`src/rtl/cube_motion_scheduler.sv`:
```
// cube_motion_scheduler: queues decoded movement pulses into a small FIFO and issues
// them one at a time to the rotation executor. Scans run only when nothing is queued or
// in flight. Scanner-reset and user-reset requests are also handled here.
module cube_motion_scheduler #(
    parameter int DEPTH       = 8,
    parameter int TIMEOUT_CYC = 100000000
) (
    input  logic                       I_sys_clk,
    input  logic                       I_rst,
    input  logic [6:0]                 I_cmd_pulse,
    input  logic                       I_exec_done,
    input  logic                       I_scan_done,
    output logic                       O_exec_start,
    output logic [1:0]                 O_exec_cmd,
    output logic                       O_exec_abort,
    output logic                       O_scan_start,
    output logic                       O_scan_rst,
    output logic                       O_busy,
    output logic [$clog2(DEPTH):0]     O_queue_count,
    output logic                       O_overflow,
    output logic                       O_timeout
);
    localparam int AW = $clog2(DEPTH);
    localparam int CW = $clog2(TIMEOUT_CYC);
    // The abort/rst pulse is registered, so the wait ends one count early; the pulse
    // then lands in the cycle where the counter would have reached TIMEOUT_CYC-1.
    localparam logic [CW-1:0] TO_LAST = CW'(TIMEOUT_CYC - 2);
    localparam logic [AW:0]   FULL    = (AW+1)'(DEPTH);

    typedef enum logic [1:0] {IDLE, WAIT_EXEC, WAIT_SCAN} state_t;

    state_t          state_q, state_d;
    logic [1:0]      mem_q [DEPTH];
    logic [1:0]      mem_d [DEPTH];
    logic [AW-1:0]   wr_ptr_q, wr_ptr_d, rd_ptr_q, rd_ptr_d;
    logic [AW:0]     count_q, count_d;
    logic [CW-1:0]   cnt_q, cnt_d;
    logic            pend_q, pend_d;
    logic            start_q, start_d;
    logic [1:0]      cmd_q, cmd_d;
    logic            abort_q, abort_d;
    logic            scan_start_q, scan_start_d;
    logic            scan_rst_q, scan_rst_d;
    logic            busy_q, busy_d;
    logic            ovf_q, ovf_d;
    logic            tmo_q, tmo_d;

    logic            pop, push_ok, timed_out;
    logic [1:0]      push_cmd;

    // Next-state, FIFO bookkeeping and output pulses; user reset is applied last so it wins.
    always_comb begin
        state_d      = state_q;
        mem_d        = mem_q;
        wr_ptr_d     = wr_ptr_q;
        rd_ptr_d     = rd_ptr_q;
        count_d      = count_q;
        pend_d       = pend_q;
        cmd_d        = cmd_q;
        ovf_d        = ovf_q;
        tmo_d        = tmo_q;
        start_d      = 1'b0;
        abort_d      = 1'b0;
        scan_start_d = 1'b0;
        scan_rst_d   = 1'b0;
        pop          = 1'b0;
        push_ok      = 1'b0;
        timed_out    = (cnt_q == TO_LAST);

        // lowest set movement bit wins
        if (I_cmd_pulse[0])      push_cmd = 2'd0;
        else if (I_cmd_pulse[1]) push_cmd = 2'd1;
        else if (I_cmd_pulse[2]) push_cmd = 2'd2;
        else                     push_cmd = 2'd3;

        case (state_q)
            IDLE: begin
                if (count_q != '0) begin
                    pop      = 1'b1;
                    start_d  = 1'b1;
                    cmd_d    = mem_q[rd_ptr_q];
                    rd_ptr_d = rd_ptr_q + AW'(1);
                    state_d  = WAIT_EXEC;
                end else if (pend_q && !I_cmd_pulse[5]) begin
                    scan_start_d = 1'b1;
                    pend_d       = 1'b0;
                    state_d      = WAIT_SCAN;
                end
            end
            WAIT_EXEC: begin
                if (I_exec_done) begin
                    state_d = IDLE;
                end else if (timed_out) begin
                    abort_d = 1'b1;
                    tmo_d   = 1'b1;
                    state_d = IDLE;
                end
            end
            WAIT_SCAN: begin
                if (I_scan_done) begin
                    state_d = IDLE;
                end else if (timed_out) begin
                    scan_rst_d = 1'b1;
                    tmo_d      = 1'b1;
                    state_d    = IDLE;
                end
            end
            default: state_d = IDLE;
        endcase

        // a slot freed by this cycle's pop can take the incoming move
        if (|I_cmd_pulse[3:0]) begin
            if (count_q == FULL && !pop) begin
                ovf_d = 1'b1;
            end else begin
                push_ok         = 1'b1;
                mem_d[wr_ptr_q] = push_cmd;
                wr_ptr_d        = wr_ptr_q + AW'(1);
            end
        end
        count_d = count_q + (AW+1)'(push_ok) - (AW+1)'(pop);

        if (I_cmd_pulse[4] && !pend_q && state_q != WAIT_SCAN)
            pend_d = 1'b1;

        if (I_cmd_pulse[5]) begin
            scan_rst_d = 1'b1;
            pend_d     = 1'b0;
            if (state_q == WAIT_SCAN)
                state_d = IDLE;
        end

        if (I_cmd_pulse[6]) begin
            state_d      = IDLE;
            wr_ptr_d     = '0;
            rd_ptr_d     = '0;
            count_d      = '0;
            pend_d       = 1'b0;
            ovf_d        = 1'b0;
            tmo_d        = 1'b0;
            cmd_d        = cmd_q;
            start_d      = 1'b0;
            scan_start_d = 1'b0;
            abort_d      = (state_q == WAIT_EXEC);
            scan_rst_d   = (state_q == WAIT_SCAN);
        end

        // wait counter restarts on every state change and idles at zero
        if (state_d != state_q || state_q == IDLE) cnt_d = '0;
        else                                        cnt_d = cnt_q + CW'(1);

        busy_d = (state_q != IDLE) || (count_q != '0);
    end

    // State, FIFO and registered outputs
    always_ff @(posedge I_sys_clk or posedge I_rst) begin
        if (I_rst) begin
            state_q      <= IDLE;
            for (int i = 0; i < DEPTH; i++) mem_q[i] <= '0;
            wr_ptr_q     <= '0;
            rd_ptr_q     <= '0;
            count_q      <= '0;
            cnt_q        <= '0;
            pend_q       <= 1'b0;
            start_q      <= 1'b0;
            cmd_q        <= '0;
            abort_q      <= 1'b0;
            scan_start_q <= 1'b0;
            scan_rst_q   <= 1'b0;
            busy_q       <= 1'b0;
            ovf_q        <= 1'b0;
            tmo_q        <= 1'b0;
        end else begin
            state_q      <= state_d;
            mem_q        <= mem_d;
            wr_ptr_q     <= wr_ptr_d;
            rd_ptr_q     <= rd_ptr_d;
            count_q      <= count_d;
            cnt_q        <= cnt_d;
            pend_q       <= pend_d;
            start_q      <= start_d;
            cmd_q        <= cmd_d;
            abort_q      <= abort_d;
            scan_start_q <= scan_start_d;
            scan_rst_q   <= scan_rst_d;
            busy_q       <= busy_d;
            ovf_q        <= ovf_d;
            tmo_q        <= tmo_d;
        end
    end

    assign O_exec_start  = start_q;
    assign O_exec_cmd    = cmd_q;
    assign O_exec_abort  = abort_q;
    assign O_scan_start  = scan_start_q;
    assign O_scan_rst    = scan_rst_q;
    assign O_busy        = busy_q;
    assign O_queue_count = count_q;
    assign O_overflow    = ovf_q;
    assign O_timeout     = tmo_q;
endmodule

```
`config.mk`:
```
export PLATFORM = sky130hd
export DESIGN_NAME = cube_motion_scheduler
export DESIGN_NICKNAME = d
export VERILOG_FILES = /design/src/rtl/cube_motion_scheduler.sv
export SDC_FILE = /design/constraint.sdc
export NUM_CORES = 1
export LEC_CHECK = 0
export BUFFER_PORTS_ARGS = -buffer_cell sky130_fd_sc_hd__buf_2
export CORE_ASPECT_RATIO = 1.25
export CORE_MARGIN = 1
export CORE_UTILIZATION = 45
export DETAILED_ROUTE_END_ITERATION = 8
export GPL_TIMING_DRIVEN = 0
export HOLD_SLACK_MARGIN = 0.1
export MAX_ROUTING_LAYER = met4
export PLACE_DENSITY = 0.71
export RECOVER_POWER = 25
export SLEW_MARGIN = 20
export SYNTH_ARGS = -nofsm -noshare
export SYNTH_HDL_FRONTEND = slang
export SYNTH_SLANG_ARGS = --single-unit
```
`constraint.sdc`:
```
create_clock -name I_sys_clk -period 4.9 [get_ports I_sys_clk]
set_input_delay 0.98 -clock I_sys_clk [delete_from_list [all_inputs] [get_ports I_sys_clk]]
set_output_delay 0.98 -clock I_sys_clk [all_outputs]
set_load 0.005 [all_outputs]
```
==> metrics.cfg <==
[timing]
fin_ws_ns=1.99
setup_viol=0
worst_pin_slew_ns=0.964
maxSlewHeadroom=0.354
fmax_ghz=0.343
rsz0062_at_grt=false
fin_crit_ns=2.91
tns_ns=0
skew_ns=0.00884
fin_crit_sh=0.594
hold_viol_final=0
drv_slew=0

[worst_setup_path]
cp-start-kind=input port
critPathKind=in2reg
cp-end-kind=flip-flop
cp.required_ns=5.11
critPathMaxFanout=8
arrival_ns=3.12

[clock_tree]
cts_root_buffer=clkbuf_8
ctsHoldBuffers=0
cts_buffer_depth=2
post-cts-setup-buffer-count=0
postCtsResizedCells=0
htreeDepth=3
insertion_delay_ns=0.34
clk_pin_slew_ns=0.08
cts_num_sinks=65
cts_tree=done
cts_made_buffers=9

[floorplanning]
dieHeight_um=97.8
initial_utilization=0.470
row_count=34
num_io_pins=24
die_area_um2=7690
core-area_um2=7020
die_w_um=78.6

[global_routing]
antenna_found_initial=0
grt_use_met1=0.212
grt_usage=0.188
grt_max_degree=47
grt_use_met2=0.309
busiest_layer=met2
grt_pass1_vias=2420
grt_first_pass_wirelength_mm=10.9
met3_usage=0.0374
grt-ovfl-total=0

[synth]
yosys_register_bits=65
synth_most_common_cell=dfrtp_1
synthCells=307
synth_area_leaders=dfrtp_1 (49%), mux2_2 (5.5%), ha_1 (3.8%), nor2_1 (3.3%), a21oi_1 (2.9%)
yosys-top-cells-count=dfrtp_1 (65), nor2_1 (29), a21oi_1 (19), inv_1 (17), mux2_2 (16)
synth.distinct_cells=48
avgSynthCellArea_um2=10.8
synth_fp_nets=329
synthFlopType=dfrtp_1
synth_edf_count=0
ys_warn_count=0
async_flop_share=1.00
seq_area_frac_synth=0.493
syn-cell-area_um2=3300
synth_top_area_cell=dfrtp_1
synth_top_area_frac=0.493

[route]
avgViaCountPerCell=5.66
drc=0
finalWirelength_mm=6.42
wl_per_cell_um=14.7
num_vias=2472
drt-initial-drc-count=114
dr.pass1.iters=4
antenna_left=0

[cells_and_area]
stdcell_area_um2=3770
num_antenna_cells=0
seq_area_um2=1630
fill_cells=613
nNetsFinal=364
multi_input_comb_area_um2=1560
drive_gt1_frac=0.210
fin_cells=437
area_growth_pct=14.2

[placement]
place_ws_ns=1.64
portBuffers=23
place_hpwl_mm=4.61
place.gp.congestion=0.921
detailed_place.area_um2=3560
dp_cells=421

[power]
p_per_area_nw_per_um2=435
p_seq_frac=0.433
peakVddDrop_mv=0.187
combPwrFrac=0.288
internal_power_mw=1.13
p_switching_mw=0.510
power.leakage_nw=1.57
fin_total_pwr_mw=1.64
p_clk_frac=0.280
swShare=0.311

[run]
maxCapViolCount=0

[min_path]
hp-class=reg2reg

[run_status]
status=finished, final reports clean

## final cells by class
cell class	instances	share of cell area
Inverter	18	0.0183
Multi-Input combinational cell	213	0.415
Clock inverter	6	0.0179
Buffer	11	0.0136
Tap cell	90	0.0299
Clock buffer	10	0.0365
Timing Repair Buffer	24	0.0378
Sequential cell	65	0.431
## power groups by stage
stage	Combinational (mW)	Sequential (mW)	Clock, mW
after floorplan	0.359	0.702	0
after global placement	0.458	0.711	0
after detailed placement	0.475	0.720	0
after CTS	0.477	0.709	0.472
after global routing	0.538	0.724	0.497
final	0.472	0.709	0.458
## cells by family after synthesis
kind of cell               after synthesis  share of synthesized area
AOI/OAI and AO/OA                       49                     0.0936
xor gates and xnor gates                17                     0.0451
adders and majority gates               11                     0.0440
buffers and inverters                   29                     0.0360
DFF                                     65                      0.493
muxes                                   22                     0.0879
and+or+nand+nor                        114                      0.201
## placed cells by master, fill, tap and decap left out, types with 5 or more instances in the layout
cell and instances:
o21ai_0 9, nor4_1 6, clkbuf_8 10, clkbuf_1 8, clkinvlp_4 5, xnor2_1 10
a21oi_1 19, inv_1 16, o31ai_1 9, mux2_2 16, ha_1 10, nand2_1 14
xor2_1 7, nand3_1 9, buf_2 25, nand4_1 11, or4_1 7, nor2_1 29
or3_1 10, dfrtp_1 65
## worst max-delay path, cell delays in order
cell and delay, ns:
buf_2 0.11, or4_1 0.57, o41a_1 0.25, clkinv_1 0.19, ha_1 0.16, inv_1 0.06
ha_1 0.28, a21o_1 0.16, a21oi_1 0.17, xnor2_1 0.13, nor2_1 0.05
## flip-flops by register name, indices dropped and copies added (netlist names)
signal,count
cnt_q,27
mem_q,16
O_queue_count,4
rd_ptr_q,3
wr_ptr_q,3
O_exec_cmd,2
state_q,2
O_busy,1
O_exec_abort,1
O_exec_start,1
O_overflow,1
O_scan_rst,1
O_scan_start,1
O_timeout,1
pend_q,1
## layer usage
metal / share of wire / vias up
li1: - / 1183
met1: 0.42 / 1196
met2: 0.50 / 78
met3: 0.046 / 15
met4: 0.028 / 0
met5: 0 / -
## final timing paths
kind | cells past startpoint | startpoint | slack (ns) | end
max | 11 | I_cmd_pulse[0] | 1.99 | O_queue_count[3]
min | 1 | O_timeout | 0.49 | O_timeout
max reg2reg | 11 | O_queue_count[2] | 2.02 | O_queue_count[2]
min reg2reg | 1 | O_timeout | 0.49 | O_timeout
max in group asynchronous | 3 | I_rst | 3.43 | O_queue_count[2]
min in group asynchronous | 2 | I_rst | 0.80 | mem_q[3]
## through the flow
step | hold WS [ns] | utilization
floorplan | 0.474 | -
global placement | 0.473 | 0.503
detailed placement | 0.479 | 0.507
CTS | 0.498 | 0.536
global route | 0.504 | 0.537
finish | 0.491 | 0.537
(Power assumes the default switching activity.)
